**src/rtl/hazard_pkg.sv**
```systemverilog
// Shared types and helpers for the multi-issue hazard/stall controller.
package hazard_pkg;

    localparam int ISSUE_W_DEF = 2;
    localparam int MAX_ISSUE   = 4;
    localparam int SLOT_VEC_W  = 5 * MAX_ISSUE;

    typedef logic [4:0] reg_idx_t;

    // Memory-op class of a decode slot; same encoding decode uses.
    typedef enum logic [1:0] {
        MEM_NONE = 2'd0,
        MEM_LOAD = 2'd1,
        MEM_STOR = 2'd2
    } mem_op_t;

    // Extract the 5-bit register field of slot i from a packed per-slot vector.
    function automatic reg_idx_t slot_reg(input logic [SLOT_VEC_W-1:0] vec, input int i);
        return vec[5*i +: 5];
    endfunction

endpackage

```
**src/rtl/hazard_scoreboard.sv**
```systemverilog
// Per-register countdown scoreboard: load-pending counters plus mul/div busy bits,
// with a combinational "source is not ready" lookup for every decode source port.
module hazard_scoreboard
    import hazard_pkg::*;
#(
    parameter int ISSUE_W  = ISSUE_W_DEF,
    parameter int LOAD_LAT = 1
) (
    input  logic                   clk,
    input  logic                   rst,
    input  logic                   i_freeze,
    input  logic                   i_flush,
    input  logic                   i_md_done,
    input  logic [31:0]            i_ld_set,
    input  logic [31:0]            i_md_set,
    input  logic [10*ISSUE_W-1:0]  i_src_idx,
    output logic [2*ISSUE_W-1:0]   o_src_busy,
    output logic                   o_md_any
);

    localparam int PW = $clog2(LOAD_LAT + 1);
    localparam logic [PW-1:0] LAT = PW'(LOAD_LAT);

    logic [PW-1:0] r_pend [32];
    logic [31:0]   r_md_busy;

    // Load countdowns: a new load sets the counter (winning over decrement); freeze holds.
    always_ff @(posedge clk) begin
        if (rst || i_flush) begin
            for (int r = 0; r < 32; r++) r_pend[r] <= '0;
        end else if (!i_freeze) begin
            for (int r = 0; r < 32; r++) begin
                if (i_ld_set[r] && r != 0)
                    r_pend[r] <= LAT;
                else if (r_pend[r] != '0)
                    r_pend[r] <= r_pend[r] - 1'b1;
            end
        end
    end

    // Mul/div busy bits: md_done clears even under freeze; a newly issued md sets its bit.
    always_ff @(posedge clk) begin
        if (rst || i_flush)
            r_md_busy <= '0;
        else if (!i_freeze)
            r_md_busy <= (i_md_done ? 32'h0 : r_md_busy) | (i_md_set & ~32'h1);
        else if (i_md_done)
            r_md_busy <= '0;
    end

    // Source lookup: register 0 is never pending.
    always_comb begin
        o_src_busy = '0;
        for (int p = 0; p < 2*ISSUE_W; p++) begin
            o_src_busy[p] = (i_src_idx[5*p +: 5] != 5'd0) &&
                            ((r_pend[i_src_idx[5*p +: 5]] != '0) || r_md_busy[i_src_idx[5*p +: 5]]);
        end
        o_md_any = |r_md_busy;
    end

endmodule

```
**src/rtl/pipe_hazard_ctrl.sv**
```systemverilog
// Multi-issue hazard controller: per-slot in-order issue decision, pipeline-register
// stall enables and a saturating count of IF/ID stall cycles.
module pipe_hazard_ctrl
    import hazard_pkg::*;
#(
    parameter int ISSUE_W  = ISSUE_W_DEF,
    parameter int LOAD_LAT = 1,
    parameter int CNT_W    = 32
) (
    input  logic                  clk,
    input  logic                  rst,
    input  logic [ISSUE_W-1:0]    de_valid,
    input  logic [5*ISSUE_W-1:0]  de_rs,
    input  logic [5*ISSUE_W-1:0]  de_rt,
    input  logic [5*ISSUE_W-1:0]  de_rd,
    input  logic [ISSUE_W-1:0]    de_is_load,
    input  logic [ISSUE_W-1:0]    de_is_store,
    input  logic [ISSUE_W-1:0]    de_is_md,
    input  logic                  md_done_i,
    input  logic                  if_stall_i,
    input  logic                  ex_stall_i,
    input  logic                  mem_stall_i,
    input  logic                  flush_i,
    output logic [ISSUE_W-1:0]    de_issue_o,
    output logic                  if_id_stall_o,
    output logic                  id_ex_stall_o,
    output logic                  ex_mem_stall_o,
    output logic [CNT_W-1:0]      stall_cycles_o
);

    logic                    w_freeze;
    logic [SLOT_VEC_W-1:0]   w_rs_pad, w_rt_pad, w_rd_pad;
    logic [10*ISSUE_W-1:0]   w_src_idx;
    logic [2*ISSUE_W-1:0]    w_src_busy;
    logic                    w_md_any;
    logic [ISSUE_W-1:0]      w_haz, w_issue;
    logic [31:0]             w_ld_set, w_md_set, w_rd_mask;
    logic                    w_chain, w_prev_md, w_prev_mem, w_st_issued;
    reg_idx_t                w_rs, w_rt, w_rd;
    mem_op_t                 w_op;
    logic                    r_store_q;
    logic [CNT_W-1:0]        r_stall_cnt;

    assign w_freeze = mem_stall_i;
    assign w_rs_pad = SLOT_VEC_W'(de_rs);
    assign w_rt_pad = SLOT_VEC_W'(de_rt);
    assign w_rd_pad = SLOT_VEC_W'(de_rd);

    // Pack both sources of every slot into the scoreboard lookup ports (rs even, rt odd).
    always_comb begin
        w_src_idx = '0;
        for (int i = 0; i < ISSUE_W; i++) begin
            w_src_idx[10*i +: 5]     = slot_reg(w_rs_pad, i);
            w_src_idx[10*i + 5 +: 5] = slot_reg(w_rt_pad, i);
        end
    end

    hazard_scoreboard #(
        .ISSUE_W  (ISSUE_W),
        .LOAD_LAT (LOAD_LAT)
    ) u_sb (
        .clk        (clk),
        .rst        (rst),
        .i_freeze   (w_freeze),
        .i_flush    (flush_i),
        .i_md_done  (md_done_i),
        .i_ld_set   (w_ld_set),
        .i_md_set   (w_md_set),
        .i_src_idx  (w_src_idx),
        .o_src_busy (w_src_busy),
        .o_md_any   (w_md_any)
    );

    // Walk slots oldest-first; accumulators only collect state from slots that issue,
    // and the issue chain breaks at the first slot that cannot go.
    always_comb begin
        w_issue     = '0;
        w_haz       = '0;
        w_ld_set    = '0;
        w_md_set    = '0;
        w_rd_mask   = '0;
        w_prev_md   = 1'b0;
        w_prev_mem  = 1'b0;
        w_st_issued = 1'b0;
        w_rs        = '0;
        w_rt        = '0;
        w_rd        = '0;
        w_op        = MEM_NONE;
        w_chain     = ~w_freeze & ~if_stall_i & ~ex_stall_i & ~flush_i;
        for (int i = 0; i < ISSUE_W; i++) begin
            w_rs = slot_reg(w_rs_pad, i);
            w_rt = slot_reg(w_rt_pad, i);
            w_rd = slot_reg(w_rd_pad, i);
            w_op = de_is_load[i] ? MEM_LOAD : (de_is_store[i] ? MEM_STOR : MEM_NONE);
            w_haz[i] = de_valid[i] & (
                       w_src_busy[2*i] | w_src_busy[2*i+1]
                     | (de_is_md[i] & (w_md_any | w_prev_md))
                     | ((w_op == MEM_LOAD) & r_store_q)
                     | ((w_op != MEM_NONE) & w_prev_mem)
                     | ((w_rs != 5'd0) & w_rd_mask[w_rs])
                     | ((w_rt != 5'd0) & w_rd_mask[w_rt]));
            w_chain    = w_chain & de_valid[i] & ~w_haz[i];
            w_issue[i] = w_chain;
            if (w_chain) begin
                w_prev_md   = w_prev_md | de_is_md[i];
                w_prev_mem  = w_prev_mem | (w_op != MEM_NONE);
                w_st_issued = w_st_issued | (w_op == MEM_STOR);
                if (w_rd != 5'd0) begin
                    w_rd_mask[w_rd] = 1'b1;
                    if (w_op == MEM_LOAD) w_ld_set[w_rd] = 1'b1;
                    if (de_is_md[i])      w_md_set[w_rd] = 1'b1;
                end
            end
        end
    end

    assign de_issue_o     = w_issue;
    assign if_id_stall_o  = w_freeze | if_stall_i | ex_stall_i | (|(de_valid & ~w_issue));
    assign id_ex_stall_o  = mem_stall_i;
    assign ex_mem_stall_o = mem_stall_i;
    assign stall_cycles_o = r_stall_cnt;

    // Remember whether a store entered EX, so a following load waits one cycle.
    always_ff @(posedge clk) begin
        if (rst || flush_i)
            r_store_q <= 1'b0;
        else if (!w_freeze)
            r_store_q <= w_st_issued;
    end

    // Saturating count of cycles in which IF/ID is held, including frozen cycles.
    always_ff @(posedge clk) begin
        if (rst)
            r_stall_cnt <= '0;
        else if (if_id_stall_o && (r_stall_cnt != {CNT_W{1'b1}}))
            r_stall_cnt <= r_stall_cnt + 1'b1;
    end

endmodule

```
**config.mk**
```make
export PLATFORM = sky130hd
export DESIGN_NAME = pipe_hazard_ctrl
export DESIGN_NICKNAME = d
export VERILOG_FILES = /design/src/rtl/hazard_pkg.sv /design/src/rtl/hazard_scoreboard.sv /design/src/rtl/pipe_hazard_ctrl.sv
export SDC_FILE = /design/constraint.sdc
export NUM_CORES = 1
export LEC_CHECK = 0
export CELL_PAD_IN_SITES_DETAIL_PLACEMENT = 2
export CELL_PAD_IN_SITES_GLOBAL_PLACEMENT = 2
export CORE_MARGIN = 3
export CORE_UTILIZATION = 34
export CTS_BUF_LIST = sky130_fd_sc_hd__clkbuf_4 sky130_fd_sc_hd__clkbuf_8 sky130_fd_sc_hd__clkbuf_16
export DETAILED_ROUTE_END_ITERATION = 12
export GPL_ROUTABILITY_DRIVEN = 0
export PLACE_DENSITY_LB_ADDON = 0.05
export SYNTH_ARGS = -nofsm -noshare
export SYNTH_HDL_FRONTEND = slang
export SYNTH_SLANG_ARGS = --single-unit
```
**constraint.sdc**
```tcl
create_clock -name clk -period 8.1 [get_ports clk]
set_input_delay 2.43 -clock clk [delete_from_list [all_inputs] [get_ports clk]]
set_output_delay 2.43 -clock clk [all_outputs]
set_load 0.02 [all_outputs]
```
==> results.sh <==
export IMPL_cp_start_kind="input port"
export IMPL_synthAdderAreaFrac_pct=0.1739
export IMPL_slew_headroom_pct=26.09
export IMPL_synth_edff_count=32
export IMPL_clock_skew_ps=12.01
export IMPL_clk_latency_ps=370
export IMPL_cts_made_buffers=9
export IMPL_cts_tree="done"
export IMPL_cp_cell_sequence="clkdlybuf4s50_1, inv_1, mux4_2, o221ai_1, o21ai_1, a22o_2, buf_4, and3_1, a21o_1, a31oi_4, nor2_1, nor2b_1, clkdlybuf4s15_1"
export IMPL_gr_total_overflow=0
export IMPL_hold_class="reg -> reg"
export IMPL_synth_top_family_by_area="simple AND/OR/NAND/NOR gates"
export IMPL_final_util_pct=43.07
export IMPL_synthArstFlopShare_pct=0
export IMPL_min_period_ps=7989
export IMPL_slowest_stage="clkdlybuf4s50_1"
export IMPL_critical_path_class="in -> out"
export IMPL_ir_drop_v=0.0001005
export IMPL_synth_xor_area_share_pct=2.069
export IMPL_start_util_pct=35.12
export IMPL_endpoint_kind="primary output"
export IMPL_synthMuxAreaShare_pct=8.849
export IMPL_dieArea_mm2=0.02295
export IMPL_die_w_um=151.5
export IMPL_wire_per_inst_um=27.10
export IMPL_clk_pin_slew_ps=80
export IMPL_rows=52
export IMPL_powerDensity_mw_per_mm2=139.7
export IMPL_synth_cells=874
export IMPL_synth_simple_area_share_pct=27.10
export IMPL_hold_buffers=0
export IMPL_grt_pass1_vias=8361
export IMPL_cpPeakStageDelay_ps=600
export IMPL_antenna_found_initial=2
export IMPL_via_count=7837
export IMPL_hpwl_um=25230
export IMPL_seq_area_frac_synth_pct=31.15
export IMPL_avgSynthCellArea_um2=8.234
export IMPL_ant_nets=0
export IMPL_cts_htree_levels=3
export IMPL_grt_usage_pct=29.12
export IMPL_io_buffers=81
export IMPL_clock_sinks=96
export IMPL_status="finished, final reports clean"
export IMPL_core_area_mm2=0.02049
export IMPL_mappedNetlistArea_mm2=0.007197
export IMPL_grt_max_degree=44
export IMPL_crit_family="buffers and inverters"
export IMPL_drt_iter0_markers=602
export IMPL_cap_viol_max_count=0
export IMPL_ys_flop_type="dfxtp_1"
export IMPL_clk_path_buf_depth=2
export IMPL_area_growth_pct=22.65
export IMPL_synth_compound_area_share_pct=25.31
export IMPL_die_h_um=151.5
export IMPL_drive_above_1_share_pct=14.29
export IMPL_wl_um=33310
export IMPL_vias_per_cell=6.377
export IMPL_first_pass_iters=5
export IMPL_worstPathMaxFanout=6
export IMPL_slew_viol_final=0
export IMPL_path_buf_inv=4
export IMPL_drc_errors=0
export IMPL_timing_final_crit_share_pct=98.63
export IMPL_report_final_setup_viol=0
export IMPL_synth_nets=920
export IMPL_ys_seq_elements=96
export IMPL_fmax_mhz=125.2
export IMPL_required_ps=5670
export IMPL_crit_arrival_ps=5560
export IMPL_io_pins=82
export IMPL_leakagePower_nw=2.965
export IMPL_tightest_slew_ps=1100
export IMPL_fin_total_pwr_mw=1.233
export IMPL_ys_types=86
export IMPL_grt_pass1_wl_um=50400
export IMPL_r2r_slack_ps=3300
export IMPL_insertedDiodeCount=0
export IMPL_cts_root_buf="clkbuf_16"
export IMPL_layout_nets=1000
export IMPL_synth_warnings=0
export IMPL_finalHoldViolCount=0
## through the flow
step	std cells	area [µm²]	hold WS, ps	setup WS (ps)	setup TNS, ps
2_1_floorplan	874	7197	460.0	809.5	0
5_1_grt	1229	8827	550.8	-10.27	-10.27
3_5_place_dp	1212	8478	504.2	-309.1	-562.9
3_3_place_gp	1212	8478	474.4	-36.52	-36.52
4_1_cts	1228	8793	515.1	109.1	0
6_report	1229	8827	508.0	110.6	0
## sequential cells by signal, indices dropped and copies added (netlist names)
name,count
stall_cycles_o,32
u_sb.r_md_busy,31
r_store_q,1
u_sb.r_pend,32
## worst min-delay path, stage by stage (launching register included)
cell and delay, ps:
dfxtp_1 340, nand2_1 70, a21oi_1 50
## repair_timing
item,in CTS,in global routing
pin swaps,0,1
gates resized for setup,6,6
setup buffers,0,1
endpoints found under the setup margin,2,2
## cell type report
class | instances | area, µm²
Multi-Input combinational cell | 689 | 4618
Tap cell | 270 | 337.8
Sequential cell | 96 | 2242
Timing Repair Buffer | 137 | 1242
Clock buffer | 10 | 250.2
Clock inverter | 6 | 55.05
Inverter | 21 | 81.33
Fill cell | 2317 | 11670
## synthesized netlist by cell type, types with 6 or more instances
master | number | share of area (%)
a21oi_1 | 47 | 3.3
buf_1 | 7 | 0.37
nand2_1 | 62 | 3.2
o21ai_0 | 55 | 3.8
mux4_2 | 24 | 7.5
nand3_1 | 42 | 2.9
xnor2_1 | 9 | 1.1
inv_1 | 16 | 0.83
and3_1 | 14 | 1.2
and2_1 | 25 | 2.2
nand2b_1 | 8 | 0.70
a22o_1 | 8 | 0.97
nand4_1 | 17 | 1.5
o31a_1 | 19 | 2.3
buf_2 | 7 | 0.49
xor2_1 | 8 | 0.97
nor4_1 | 9 | 0.78
nor2_1 | 114 | 5.9
a21o_1 | 6 | 0.63
a211oi_1 | 9 | 0.94
o31ai_1 | 15 | 1.6
nor3b_1 | 9 | 0.94
edfxtp_1 | 32 | 13
dfxtp_1 | 64 | 18
a22oi_1 | 32 | 3.3
nor3_1 | 23 | 1.6
or3_1 | 8 | 0.70
clkbuf_1 | 47 | 2.5
nor2b_1 | 23 | 2.0
## final timing paths
kind              depth (start not counted)                       startpoint                              end
setup reg to reg                         14     u_sb.r_pend[6]$_SDFFCE_PN0P_     u_sb.r_pend[3]$_SDFFCE_PN0P_
hold / removal                            2  stall_cycles_o[18]$_SDFFE_PP0P_  stall_cycles_o[18]$_SDFFE_PP0P_
hold reg to reg                           2  stall_cycles_o[18]$_SDFFE_PP0P_  stall_cycles_o[18]$_SDFFE_PP0P_
setup / recovery                         13                         de_rt[3]                    de_issue_o[1]
## cells in the final DEF, fill, tap and decap left out, drive strengths merged, types with 5 or more instances in the layout
cell,count
o31ai,16
and2,25
clkdlybuf4s50,79
mux2,5
edfxtp,32
o21ai,59
inv,25
nor2b,23
a22o,8
o211ai,5
nor3,24
nand3,42
a21o,6
o31a,19
o21a,5
dfxtp,64
nor2,115
nand2,63
buf,56
a22oi,32
and3,14
nand4,18
xnor2,9
nor4,9
a21oi,47
nand2b,8
nor3b,11
mux4,24
or2,7
xor2,8
or3,8
a211oi,9
clkbuf,10
## cell families (layout without fill, tap and decap cells)
logic type,after synthesis,after routing
muxes,33,33
xor gates and xnor gates,17,17
DFF,96,96
adders and majority gates,1,1
other,1,1
buffers and inverters,89,174
AOI/OAI and AO/OA,254,254
and+or+nand+nor,383,383
## metal layers
layer	wire length (µm)	track usage, %	part of all wire [%]
met5	13	0	0.039
met1	13750	37.47	41
met3	2726	7.109	8.2
met4	1046	9.838	3.1
met2	15770	48.01	47
## report_power, final
part	switching, mW	total (mW)	internal [mW]
registers	0.0135	0.525	0.512
logic	0.149	0.253	0.104
clock network	0.221	0.455	0.234
Power figures use the tool's default switching activity.
